--- src/rtl/fetch_pkg.sv ---
// Shared constants and the IF/ID payload type for the LEGv8 fetch stage.
package fetch_pkg;
    localparam int XLEN        = 64;
    localparam int ILEN        = 32;
    localparam int INSTR_BYTES = 4;
    localparam logic [ILEN-1:0] NOP_INSTR = 32'hD503201F;

    typedef struct packed {
        logic            valid;
        logic [XLEN-1:0] pc;
        logic [ILEN-1:0] instr;
    } if_id_t;

    localparam if_id_t BUBBLE = '{valid: 1'b0, pc: '0, instr: NOP_INSTR};
endpackage

--- src/rtl/fetch_skid_buf.sv ---
// One-entry holding slot for an imem response that arrives while decode is stalled.
module fetch_skid_buf
    import fetch_pkg::*;
(
    input  logic   clk,
    input  logic   rst_n,
    input  logic   load,
    input  logic   drain,
    input  logic   clear,
    input  if_id_t din,
    output logic   valid,
    output if_id_t dout
);

    // clear (redirect) beats load; load and drain never coincide
    always_ff @(posedge clk or negedge rst_n) begin
        if (!rst_n) begin
            valid <= 1'b0;
            dout  <= BUBBLE;
        end else if (clear) begin
            valid <= 1'b0;
        end else if (load) begin
            valid <= 1'b1;
            dout  <= din;
        end else if (drain) begin
            valid <= 1'b0;
        end
    end

endmodule

--- src/rtl/instruction_fetch_stage.sv ---
// IF stage: owns the PC, drives a 1-cycle synchronous imem and loads the IF/ID register.
module instruction_fetch_stage
    import fetch_pkg::*;
#(
    parameter int              PC_W      = XLEN,
    parameter int              INSTR_W   = ILEN,
    parameter logic [PC_W-1:0] RESET_PC  = '0,
    parameter logic [INSTR_W-1:0] NOP_INSTR = fetch_pkg::NOP_INSTR
) (
    input  logic               clk,
    input  logic               rst_n,
    input  logic               stall,
    input  logic               redirect_valid,
    input  logic [PC_W-1:0]    redirect_pc,
    output logic               imem_en,
    output logic [PC_W-1:0]    imem_addr,
    input  logic [INSTR_W-1:0] imem_rdata,
    output logic               ifid_valid,
    output logic [PC_W-1:0]    ifid_pc,
    output logic [INSTR_W-1:0] ifid_instr
);

    // if_id_t is sized by the package, so PC_W/INSTR_W must match XLEN/ILEN
    localparam if_id_t NOP_SLOT = '{valid: 1'b0, pc: '0, instr: NOP_INSTR};

    logic [PC_W-1:0] pc;
    logic [PC_W-1:0] rsp_pc;
    logic            rsp_pending;
    if_id_t          ifid_q;
    if_id_t          rsp;
    if_id_t          skid_q;
    logic            skid_valid;
    logic            advance;
    logic            skid_load;

    assign advance   = !redirect_valid && !stall;
    assign skid_load = !redirect_valid && stall && rsp_pending;
    assign rsp       = '{valid: 1'b1, pc: rsp_pc, instr: imem_rdata};

    // gated by rst_n so no request leaks out while reset is asserted
    assign imem_en   = rst_n && advance;
    assign imem_addr = pc;

    fetch_skid_buf u_skid (
        .clk   (clk),
        .rst_n (rst_n),
        .load  (skid_load),
        .drain (advance && skid_valid),
        .clear (redirect_valid),
        .din   (rsp),
        .valid (skid_valid),
        .dout  (skid_q)
    );

    always_ff @(posedge clk or negedge rst_n) begin
        if (!rst_n) begin
            pc          <= RESET_PC;
            rsp_pc      <= '0;
            rsp_pending <= 1'b0;
            ifid_q      <= NOP_SLOT;
        end else if (redirect_valid) begin
            pc          <= {redirect_pc[PC_W-1:2], 2'b00};
            rsp_pending <= 1'b0;
            ifid_q      <= NOP_SLOT;
        end else if (stall) begin
            // a pending response moves into the skid, so it is no longer pending
            rsp_pending <= 1'b0;
        end else begin
            pc          <= pc + PC_W'(INSTR_BYTES);
            rsp_pc      <= pc;
            rsp_pending <= 1'b1;
            if (skid_valid)       ifid_q <= skid_q;
            else if (rsp_pending) ifid_q <= rsp;
            else                  ifid_q <= NOP_SLOT;
        end
    end

    assign ifid_valid = ifid_q.valid;
    assign ifid_pc    = ifid_q.pc;
    assign ifid_instr = ifid_q.instr;

endmodule

--- config.mk ---
export PLATFORM = sky130hd
export DESIGN_NAME = instruction_fetch_stage
export DESIGN_NICKNAME = d
export VERILOG_FILES = /design/src/rtl/fetch_pkg.sv /design/src/rtl/fetch_skid_buf.sv /design/src/rtl/instruction_fetch_stage.sv
export SDC_FILE = /design/constraint.sdc
export NUM_CORES = 1
export LEC_CHECK = 0
export CAP_MARGIN = 20
export CORE_ASPECT_RATIO = 0.5
export CORE_MARGIN = 1.5
export CORE_UTILIZATION = 40
export CTS_CLUSTER_SIZE = 12
export DETAILED_ROUTE_END_ITERATION = 8
export PLACE_DENSITY = 0.61
export SETUP_SLACK_MARGIN = 0.02
export SLEW_MARGIN = 20
export SYNTH_ARGS = -nofsm -noshare
export SYNTH_HDL_FRONTEND = slang
export SYNTH_HIERARCHICAL = 1
export SYNTH_SLANG_ARGS = --single-unit
--- constraint.sdc ---
create_clock -name clk -period 6.2 [get_ports clk]
set_input_delay 1.24 -clock clk [delete_from_list [all_inputs] [get_ports clk]]
set_output_delay 1.24 -clock clk [all_outputs]
set_load 0.02 [all_outputs]
==> results.sh, run 1 <==
export IMPL_run_status="complete, no violations"
export IMPL_timing_reg2reg_worst_path_depth=6
export IMPL_final_antenna_net_count=0
export IMPL_root_buffer="clkbuf_16"
export IMPL_synth_async_sr_flop_share=1.00
export IMPL_critical_path_reg2reg_startpoint="imem_addr[2]"
export IMPL_clock_path_buffers=3
export IMPL_synth_top_area_cell="dfrtp_1"
export IMPL_fmax_mhz=240
export IMPL_post_cts_resize_count=0
export IMPL_clock_skew_final_ps=19.4
export IMPL_seqCellArea_um2=8040
export IMPL_remaining_drc_errors=0
export IMPL_power_per_cell_area_nw_per_um2=292
export IMPL_cts_setup_buffers=0
export IMPL_min_path_cells=2
export IMPL_timing_critical_path_slowest_stage_cell="clkdlybuf4s50_1"
export IMPL_synth_enable_flop_cells=0
export IMPL_die_area_um2=36600
export IMPL_cts_sinks=320
export IMPL_effective_utilization_at_floorplan=0.409
export IMPL_finalHoldViolations=0
export IMPL_slew_violations=0
export IMPL_holdPathEnd="ifid_pc[59]"
export IMPL_switching_power_uw=1390
export IMPL_min_path_type="reg -> reg"
export IMPL_post_route_cells_drive_above_1_share=0.175
export IMPL_grt_pass1_wl_mm=62.3
export IMPL_regToRegEndpoint="imem_addr[44]"
export IMPL_worst_hold_startpoint="ifid_pc[59]"
export IMPL_htree_depth=1
export IMPL_finalSetupTns_ps=0
export IMPL_synth_top_area_share=0.519
export IMPL_place_gp_congestion=0.833
export IMPL_setup_worst_path_class="in -> out"
export IMPL_maxCapViolCount=0
export IMPL_clk_latency_ps=570
export IMPL_synth_area_leaders="dfrtp_1, mux2_2, nand2_1, dfstp_2, a22oi_1"
export IMPL_period_utilization_post_route=0.673
export IMPL_internal_power_uw=3860
export IMPL_overall_overflow_remaining_after_global_route=0
export IMPL_clock_transition_at_the_registers_of_the_reported_paths_ps=60
export IMPL_route_detailed_wl_per_inst_um=20.3
export IMPL_synth_area_um2=14200
export IMPL_finalWorstPathRequiredPeriod_ps=4170
export IMPL_layout_commonest_cell="dfrtp_1"
export IMPL_grt_use_total=0.215
export IMPL_ir_worst_vdd_uv=184
export IMPL_synth_sequential_area_ratio=0.568
export IMPL_cp_cell_sequence="clkdlybuf4s50_1 -> buf_4 -> nor2_4 -> and2_1 -> clkdlybuf4s50_1"
export IMPL_layout_filler_cells=3043
export IMPL_worstPathBufferInverterCount=3
export IMPL_drt_pre_antenna_iters=5
export IMPL_cp_num_cells=5
export IMPL_antenna_violations_before_repair=3
export IMPL_yosysUniqueCellTypes=64
export IMPL_port_buffers=257
export IMPL_portion_of_total_power_attributed_to_the_clock_network=0.336
export IMPL_stdcell_area_um2=18000
export IMPL_nets=1567
export IMPL_finalSetupViolCount=0
export IMPL_timing_critical_path_slowest_cell_delay_ps=660
export IMPL_timing_max_slew_rel_slack=0.269
export IMPL_synth_warning_count=6
export IMPL_dominantRegCellSynth="dfrtp_1"
export IMPL_die_x_um=269
export IMPL_switch_share=0.264
export IMPL_design_power_total_uw=5240
export IMPL_floorplan_die_height_um=136
export IMPL_1st_iter_drt_viols=689
export IMPL_grt_start_max_net_pins=99
export IMPL_cpLargestDelayFamily="buffers and inverters"
export IMPL_area_growth_syn_to_layout_pct=26.8
export IMPL_viasPerCell=5.41
export IMPL_via_count_of_the_first_global_routing_pass=10700
export IMPL_post_dp_hpwl_mm=26.8
export IMPL_cts_hold_buffers=0
export IMPL_placement_rows=48
export IMPL_worst_ep_required_time_ps=4960
export IMPL_p_leak_uw=0.00758
export IMPL_postSynthRegisterBits=320
export IMPL_cts_buffers=31
export IMPL_timing_critical_path_arrival_ps=2930
export IMPL_p_seq_frac=0.511
export IMPL_routed_wirelength_mm=39.8
export IMPL_p_comb_frac=0.153
export IMPL_multi_input_comb_area_um2=5680
export IMPL_fp_coreArea_um2=34700
export IMPL_critical_path_launch_point_type="input port"
export IMPL_syn_inst=1237
export IMPL_dpl_cell_area_um2=17100
export IMPL_rsz0062_at_grt="false"
export IMPL_most_common_layout_cells="dfrtp_1, clkdlybuf4s50_1, nand2_1"
export IMPL_clock_tree_from_tritoncts="done"
export IMPL_timing_critical_path_fanout_max=18
export IMPL_ff2ff_setup_slack_ps=3350
export IMPL_post_synthesis_area_per_instance_um2=11.4
export IMPL_worst_slew_pin_slew_ps=1100
export IMPL_cpMostUsedCell="clkdlybuf4s50_1"
export IMPL_timing_hold_ws_ps=463
export IMPL_pin_count=262
export IMPL_critPathCaptureType="primary output"
export IMPL_vias=10600
[worst reg2reg max path, delay by kind of cell (launching register included)]
| family | cells | cell delay, ps |
|---|---|---|
| AO/OA/AOI/OAI | 1 | 190 |
| adder cells (fa/ha/maj) | 1 | 240 |
| flip-flops | 1 | 490 |
| AND/OR/NAND/NOR | 4 | 1850 |
[Yosys cell counts, types with 3 or more instances]
master / instances
nand4_1: 30
a31oi_1: 11
buf_8: 3
nand3_1: 26
dfstp_2: 26
buf_2: 11
or3_1: 5
nand2_1: 236
buf_6: 4
nor2b_1: 7
nand4b_1: 3
buf_4: 5
nor2_1: 46
mux2_2: 130
dfrtp_1: 294
nand2b_1: 4
or4_1: 12
nor4_1: 15
nor3_1: 20
a22o_1: 3
xnor2_1: 24
o31ai_1: 3
o211ai_1: 6
mux2_4: 30
o22ai_1: 13
and4_1: 8
inv_1: 12
a221o_1: 5
and2_1: 5
a22oi_1: 83
mux2i_1: 7
clkbuf_1: 45
buf_1: 7
o21ai_0: 41
and3_1: 6
xor2_1: 10
a21oi_1: 6
[area by class of cell]
class,instances,share of cell area
inverter,13,0.00279
timing repair buffer,272,0.150
clock buffer,47,0.0476
sequential,320,0.448
clock inverter,3,0.00244
tap,475,0.0331
multi-input combinational,828,0.316
antenna,3,0.000418
[routing by layer]
metal | part of all wire | vias up | global-route usage
li1 | - | 4852 | -
met1 | 0.43 | 5444 | 0.284
met2 | 0.50 | 253 | 0.368
met3 | 0.042 | 60 | 0.0313
met4 | 0.024 | 0 | 0.0634
met5 | 0 | - | 0
[kinds of logic (layout without fill, tap and decap cells)]
logic type	Yosys count	after routing	synth area share
AOI/OAI and AO/OA	179	179	0.0862
xor gates and xnor gates	34	34	0.0210
adders and majority gates	1	1	0.000883
buffers and inverters	92	335	0.0341
DFF	320	320	0.568
muxes	167	167	0.140
other	2	8	0.000530
and+or+nand+nor	442	442	0.149
[metrics by stage]
step           utilization  std cells  setup WS (ps)
4_1_cts              0.518       1958           2050
3_3_place_gp         0.492       1908           1720
2_1_floorplan            -       1240           2830
3_5_place_dp         0.492       1908           1710
6_report             0.518       1961           2030
5_1_grt              0.518       1961           2000
[flip-flops by register name (all words and copies together), names as in the netlist]
name / cells
u_skid/dout: 97
ifid_pc: 64
ifid_valid: 1
ifid_instr: 32
rsp_pc: 62
rsp_pending: 1
imem_addr: 62
u_skid/valid: 1
[worst max-delay path by stage]
stage | startpoint | endpoint | slack, ps
2_1_floorplan | stall | imem_en | 2830
3_3_place_gp | stall | ifid_valid | 1720
3_5_place_dp | stall | ifid_valid | 1710
4_1_cts | stall | imem_en | 2050
5_1_grt | stall | imem_en | 2000
6_report | stall | imem_en | 2030
[power by group through the flow]
stage                     clock network, uW  logic [uW]  registers [uW]
final                                  1760         803            2680
after global placement                    0         784            2690
after floorplan                           0         428            2700
after detailed placement                  0         807            2710
after CTS                              1800         813            2680
after global routing                   1890         866            2720
Note: power is estimated with default switching activity, not from simulation.
==> inputs of run 2 (changes only) <==
--- a/config.mk
+++ b/config.mk
@@ -11,7 +11,7 @@
 export CORE_UTILIZATION = 40
 export CTS_CLUSTER_SIZE = 12
 export DETAILED_ROUTE_END_ITERATION = 8
-export PLACE_DENSITY = 0.61
+export PLACE_DENSITY = 0.63
 export SETUP_SLACK_MARGIN = 0.02
 export SLEW_MARGIN = 20
 export SYNTH_ARGS = -nofsm -noshare
==> constraint.sdc (replaced) <==
create_clock -name clk -period 3.76 [get_ports clk]
set_input_delay 0.752 -clock clk [delete_from_list [all_inputs] [get_ports clk]]
set_output_delay 0.752 -clock clk [all_outputs]
set_load 0.02 [all_outputs]
==> run 2 against run 1 <==
Power grew 73%. Largest cell class unchanged. Hold slack lost 360 ps. Non-clock buffer count grew 8. Critical path depth is the same. Global-route usage grew 0.31 points. Routed wire length grew 0.99%. Sequential cell count is the same. Sequential power grew 65%. Highest routed layer is now met5. Sequential share of layout area shrank 0.64 points. Combinational power grew 67%.
==> results.sh, run 2 (synthesis results as in run 1) <==
export IMPL_run_status="complete, no violations"
export IMPL_clock_skew_final_ps=15.3
export IMPL_largest_reg_flops=97
export IMPL_port_buffers=257
export IMPL_cp_cell_sequence="clkdlybuf4s50_1 -> buf_4 -> nor2_4 -> and2_1 -> clkdlybuf4s50_1"
export IMPL_power_per_cell_area_nw_per_um2=497
export IMPL_effective_utilization_at_floorplan=0.409
export IMPL_antenna_violations_before_repair=4
export IMPL_fin_worst_setup_slack_ps=492
export IMPL_cts_hold_buffers=0
export IMPL_setup_worst_path_start="stall"
export IMPL_cts_setup_buffers=0
export IMPL_routed_wirelength_mm=40.2
export IMPL_htree_depth=2
export IMPL_clk_latency_ps=530
export IMPL_finalHoldViolations=0
export IMPL_overall_overflow_remaining_after_global_route=0
export IMPL_route_detailed_wl_per_inst_um=20.4
export IMPL_grt_use_total=0.218
export IMPL_finalWorstPathRequiredPeriod_ps=3270
export IMPL_root_buffer="clkbuf_16"
export IMPL_timing_critical_path_slowest_stage_cell="clkdlybuf4s50_1"
export IMPL_p_leak_uw=0.00771
export IMPL_viasPerCell=5.44
export IMPL_nets=1578
export IMPL_die_x_um=269
export IMPL_area_growth_syn_to_layout_pct=28.7
export IMPL_post_route_cells_drive_above_1_share=0.184
export IMPL_min_path_type="in -> async"
export IMPL_grt_pass1_wl_mm=62.9
export IMPL_layout_commonest_cell="dfrtp_1"
export IMPL_worst_ep_required_time_ps=3010
export IMPL_clock_tree_from_tritoncts="done"
export IMPL_clock_transition_at_the_registers_of_the_reported_paths_ps=60
export IMPL_cpLargestDelayFamily="buffers and inverters"
export IMPL_finalSetupTns_ps=0
export IMPL_fmax_mhz=306
export IMPL_numPlacedInstances=1916
export IMPL_ir_worst_vdd_uv=226
export IMPL_rsz0062_at_grt="false"
export IMPL_critPathCaptureType="primary output"
export IMPL_via_count_of_the_first_global_routing_pass=10900
export IMPL_registers_top_by_ff_count="u_skid/dout"
export IMPL_fin_cells=1973
export IMPL_fp_coreArea_um2=34700
export IMPL_cts_sinks=320
export IMPL_remaining_drc_errors=0
export IMPL_timing_critical_path_fanout_max=17
export IMPL_placement_rows=48
export IMPL_timing_critical_path_arrival_ps=2520
export IMPL_period_utilization_post_route=0.869
export IMPL_maxCapViolCount=0
export IMPL_floorplan_die_height_um=136
export IMPL_die_area_um2=36600
export IMPL_post_cts_resize_count=0
export IMPL_worst_slew_pin_slew_ps=1040
export IMPL_final_antenna_net_count=0
export IMPL_grt_start_max_net_pins=182
export IMPL_drt_pre_antenna_iters=5
export IMPL_place_ws_ps=400
export IMPL_timing_critical_path_slowest_cell_delay_ps=600
export IMPL_vias=10700
export IMPL_worstPathBufferInverterCount=3
export IMPL_setup_worst_path_class="in -> out"
export IMPL_pin_count=262
export IMPL_timing_max_slew_rel_slack=0.308
export IMPL_post_dp_hpwl_mm=27.3
export IMPL_cts_buffers=34
export IMPL_finalSetupViolCount=0
export IMPL_place_gp_congestion=0.835
export IMPL_slew_violations=0
export IMPL_clock_path_buffers=3
export IMPL_design_power_total_uw=9050
export IMPL_1st_iter_drt_viols=782
export IMPL_most_common_layout_cells="dfrtp_1, clkdlybuf4s50_1, nand2_1"
export IMPL_cpMostUsedCell="clkdlybuf4s50_1"
export IMPL_critical_path_launch_point_type="input port"
export IMPL_critical_path_reg2reg_startpoint="imem_addr[10]"
-- run 2: cell count changes in the layout (fill, tap and decap cells not counted) --
cell	before	now
clkbuf_16	31	37
buf_4	15	20
buf_12	0	4
clkbuf_1	14	11
buf_6	1	0
clkbuf_8	2	3
inv_6	1	0
inv_8	0	1
-- run 2: power breakdown --
| group | internal (uW) | leakage (uW) | total (uW) | switching [uW] |
|---|---|---|---|---|
| combinational | 753 | 0.00323 | 1340 | 591 |
| clock | 1920 | 0.000515 | 3290 | 1370 |
| sequential | 4000 | 0.00397 | 4420 | 426 |
| total | 6670 | 0.00771 | 9050 | 2390 |
-- run 2: layout make-up --
| class | instances | area, um2 |
|---|---|---|
| inverters | 13 | 50.0 |
| multi-input cells | 828 | 5680 |
| clock buffers | 51 | 1010 |
| repair buffers | 280 | 2800 |
| well taps | 475 | 594 |
| fillers | 3046 | 16400 |
| clock inverters | 3 | 46.3 |
| flip-flops and latches | 320 | 8040 |
| diodes | 3 | 7.51 |
-- run 2: final timing paths --
kind	end	slack [ps]	cells past startpoint
setup / recovery	imem_en	490	5
hold reg to reg	ifid_instr[6]	460	2
max in group asynchronous	imem_addr[6]	2040	3
setup reg to reg	imem_addr[46]	950	5
min in group clk	ifid_instr[6]	460	2
hold / removal	rsp_pc[42]	100	1
-- run 2: through the flow --
step	util	cell area, um2	hold WS, ps
floorplan	-	14200	456
global placement	0.495	17200	452
detailed placement	0.495	17200	454
CTS	0.526	18200	91.4
global route	0.526	18200	107
finish	0.526	18200	99.9
-- run 2: layer usage --
metal | GRT usage | part of all wire | up-vias | wire, um
li1 | - | - | 4881 | -
met1 | 0.280 | 0.43 | 5489 | 17100
met2 | 0.367 | 0.49 | 270 | 19900
met3 | 0.0376 | 0.047 | 84 | 1880
met4 | 0.0907 | 0.033 | 2 | 1320
met5 | 0 | 0.00032 | - | 13
==> inputs of run 3 (changes only) <==
--- a/config.mk
+++ b/config.mk
@@ -6,12 +6,14 @@
 export NUM_CORES = 1
 export LEC_CHECK = 0
 export CAP_MARGIN = 20
-export CORE_ASPECT_RATIO = 0.5
+export CELL_PAD_IN_SITES_DETAIL_PLACEMENT = 0
+export CELL_PAD_IN_SITES_GLOBAL_PLACEMENT = 1
+export CORE_ASPECT_RATIO = 0.8
 export CORE_MARGIN = 1.5
 export CORE_UTILIZATION = 40
 export CTS_CLUSTER_SIZE = 12
 export DETAILED_ROUTE_END_ITERATION = 8
-export PLACE_DENSITY = 0.63
+export PLACE_DENSITY = 0.75
 export SETUP_SLACK_MARGIN = 0.02
 export SLEW_MARGIN = 20
 export SYNTH_ARGS = -nofsm -noshare
==> constraint.sdc (replaced) <==
create_clock -name clk -period 3.4 [get_ports clk]
set_input_delay 0.68 -clock clk [delete_from_list [all_inputs] [get_ports clk]]
set_output_delay 0.68 -clock clk [all_outputs]
set_load 0.02 [all_outputs]
==> run 3 against run 2 <==
Power up 12%. Hold slack gained 330 ps. Clock skew decreased by 6.2 ps. Largest cell class unchanged. Routed wire length fell by 0.61%. Die area decreased by 0.17%. Critical path type unchanged. Critical path depth unchanged. Combinational power grew 9.7%. Final cell count grew 0.46%.
==> results.sh, run 3 (synthesis results as in run 1) <==
export IMPL_worst_ep_required_time_ps=2720
export IMPL_root_buffer="clkbuf_16"
export IMPL_slew_violations=0
export IMPL_grt_start_max_net_pins=169
export IMPL_timing_critical_path_arrival_ps=2300
export IMPL_most_common_layout_cells="dfrtp_1, clkdlybuf4s50_1, nand2_1"
export IMPL_clock_transition_at_the_registers_of_the_reported_paths_ps=60
export IMPL_internal_power_uw=7540
export IMPL_critPathCaptureType="primary output"
export IMPL_1st_iter_drt_viols=709
export IMPL_timing_hold_ws_ps=432
export IMPL_remaining_drc_errors=0
export IMPL_grt_pass1_wl_mm=62.4
export IMPL_p_comb_frac=0.145
export IMPL_switching_power_uw=2630
export IMPL_die_area_um2=36600
export IMPL_ir_worst_vdd_uv=255
export IMPL_fin_worst_setup_slack_ps=419
export IMPL_switch_share=0.259
export IMPL_via_count_of_the_first_global_routing_pass=10700
export IMPL_place_gp_congestion=0.830
export IMPL_cts_sinks=320
export IMPL_timing_critical_path_slowest_stage_cell="clkdlybuf4s50_1"
export IMPL_drt_pre_antenna_iters=4
export IMPL_fmax_mhz=335
export IMPL_finalWorstPathRequiredPeriod_ps=2980
export IMPL_viasPerCell=5.33
export IMPL_layout_commonest_cell="dfrtp_1"
export IMPL_clock_skew_final_ps=9.12
export IMPL_place_ws_ps=228
export IMPL_registers_top_by_ff_count="u_skid/dout"
export IMPL_timing_critical_path_slowest_cell_delay_ps=620
export IMPL_design_power_total_uw=10200
export IMPL_min_path_type="in -> reg"
export IMPL_nets=1585
export IMPL_cts_buffers=36
export IMPL_vias=10600
export IMPL_p_seq_frac=0.479
export IMPL_area_growth_syn_to_layout_pct=29.6
export IMPL_post_route_cells_drive_above_1_share=0.190
export IMPL_rsz0062_at_grt="false"
export IMPL_cts_setup_buffers=0
export IMPL_timing_max_slew_rel_slack=0.289
export IMPL_clock_path_buffers=3
export IMPL_finalSetupTns_ps=0
export IMPL_finalHoldViolations=0
export IMPL_routed_wirelength_mm=40.0
export IMPL_post_dp_hpwl_mm=26.4
export IMPL_worst_slew_pin_slew_ps=1070
export IMPL_critical_path_launch_point_type="input port"
export IMPL_post_cts_resize_count=0
export IMPL_antenna_violations_before_repair=4
export IMPL_period_utilization_post_route=0.877
export IMPL_cpMostUsedCell="clkdlybuf4s50_1"
export IMPL_fp_coreArea_um2=34800
export IMPL_finalSetupViolCount=0
export IMPL_clk_latency_ps=520
export IMPL_floorplan_die_height_um=171
export IMPL_grt_use_total=0.222
export IMPL_htree_depth=2
export IMPL_final_antenna_net_count=0
export IMPL_port_buffers=257
export IMPL_route_detailed_wl_per_inst_um=20.2
export IMPL_run_status="complete, no violations"
export IMPL_effective_utilization_at_floorplan=0.407
export IMPL_utilization=0.528
export IMPL_clock_tree_from_tritoncts="done"
export IMPL_pin_count=262
export IMPL_largest_reg_flops=97
export IMPL_layout_filler_cells=3128
export IMPL_die_x_um=213
export IMPL_p_leak_uw=0.00779
export IMPL_setup_worst_path_class="in -> out"
export IMPL_overall_overflow_remaining_after_global_route=0
export IMPL_cp_cell_sequence="clkdlybuf4s50_1 -> buf_4 -> nor2_4 -> and2_1 -> clkdlybuf4s50_1"
export IMPL_placement_rows=61
export IMPL_maxCapViolCount=0
export IMPL_power_per_cell_area_nw_per_um2=554
export IMPL_timing_critical_path_fanout_max=17
export IMPL_portion_of_total_power_attributed_to_the_clock_network=0.376
[run 3: final timing paths]
kind | slack, ps | to | cells past startpoint | from
min reg2reg | 460 | ifid_instr[11] | 2 | ifid_instr[11]
min | 430 | u_skid/valid | 2 | redirect_valid
max reg2reg | 600 | imem_addr[46] | 5 | imem_addr[11]
max | 420 | imem_en | 5 | stall
max in group asynchronous | 960 | ifid_pc[15] | 4 | rst_n
min in group asynchronous | 530 | ifid_pc[11] | 2 | rst_n
[run 3: layout make-up]
cell class	count	area, um2	share of cell area
antenna	3	7.51	0.000409
clock buffer	53	1050	0.0570
clock inverter	8	96.3	0.00525
inverter	13	50.0	0.00273
multi-input combinational	828	5680	0.309
sequential	320	8040	0.438
tap	472	591	0.0322
timing repair buffer	285	2850	0.155
[run 3: layer usage]
layer	global-route usage	vias to the layer above	part of all wire
met4	0.0664	0	0.022
li1	-	4906	-
met2	0.339	278	0.45
met1	0.317	5325	0.47
met5	0	-	0
met3	0.0453	53	0.056
[run 3: worst max-delay path, delay by kind of cell]
family | cells | cell delay (ps)
buffers and inverters | 3 | 1270
AND/OR/NAND/NOR | 2 | 350
[run 3: repair_timing]
| item | in CTS | in global routing |
|---|---|---|
| setup endpoints to repair | 0 | 0 |
| hold buffers | 1 | 0 |
| hold endpoints to repair | 4 | 0 |
[run 3: power groups by stage]
stage                     Sequential (uW)  Combinational [uW]  Clock, uW
final                                4870                1470       3820
after global routing                 4960                1600       4100
after CTS                            4870                1490       3930
after detailed placement             4930                1480          0
after global placement               4900                1450          0
after floorplan                      4930                 780          0
[run 3: stage by stage]
stage,cell area [um2],cells
2_1_floorplan,14200,1240
3_5_place_dp,17200,1917
3_3_place_gp,17200,1917
4_1_cts,18400,1979
5_1_grt,18400,1981
6_report,18400,1982
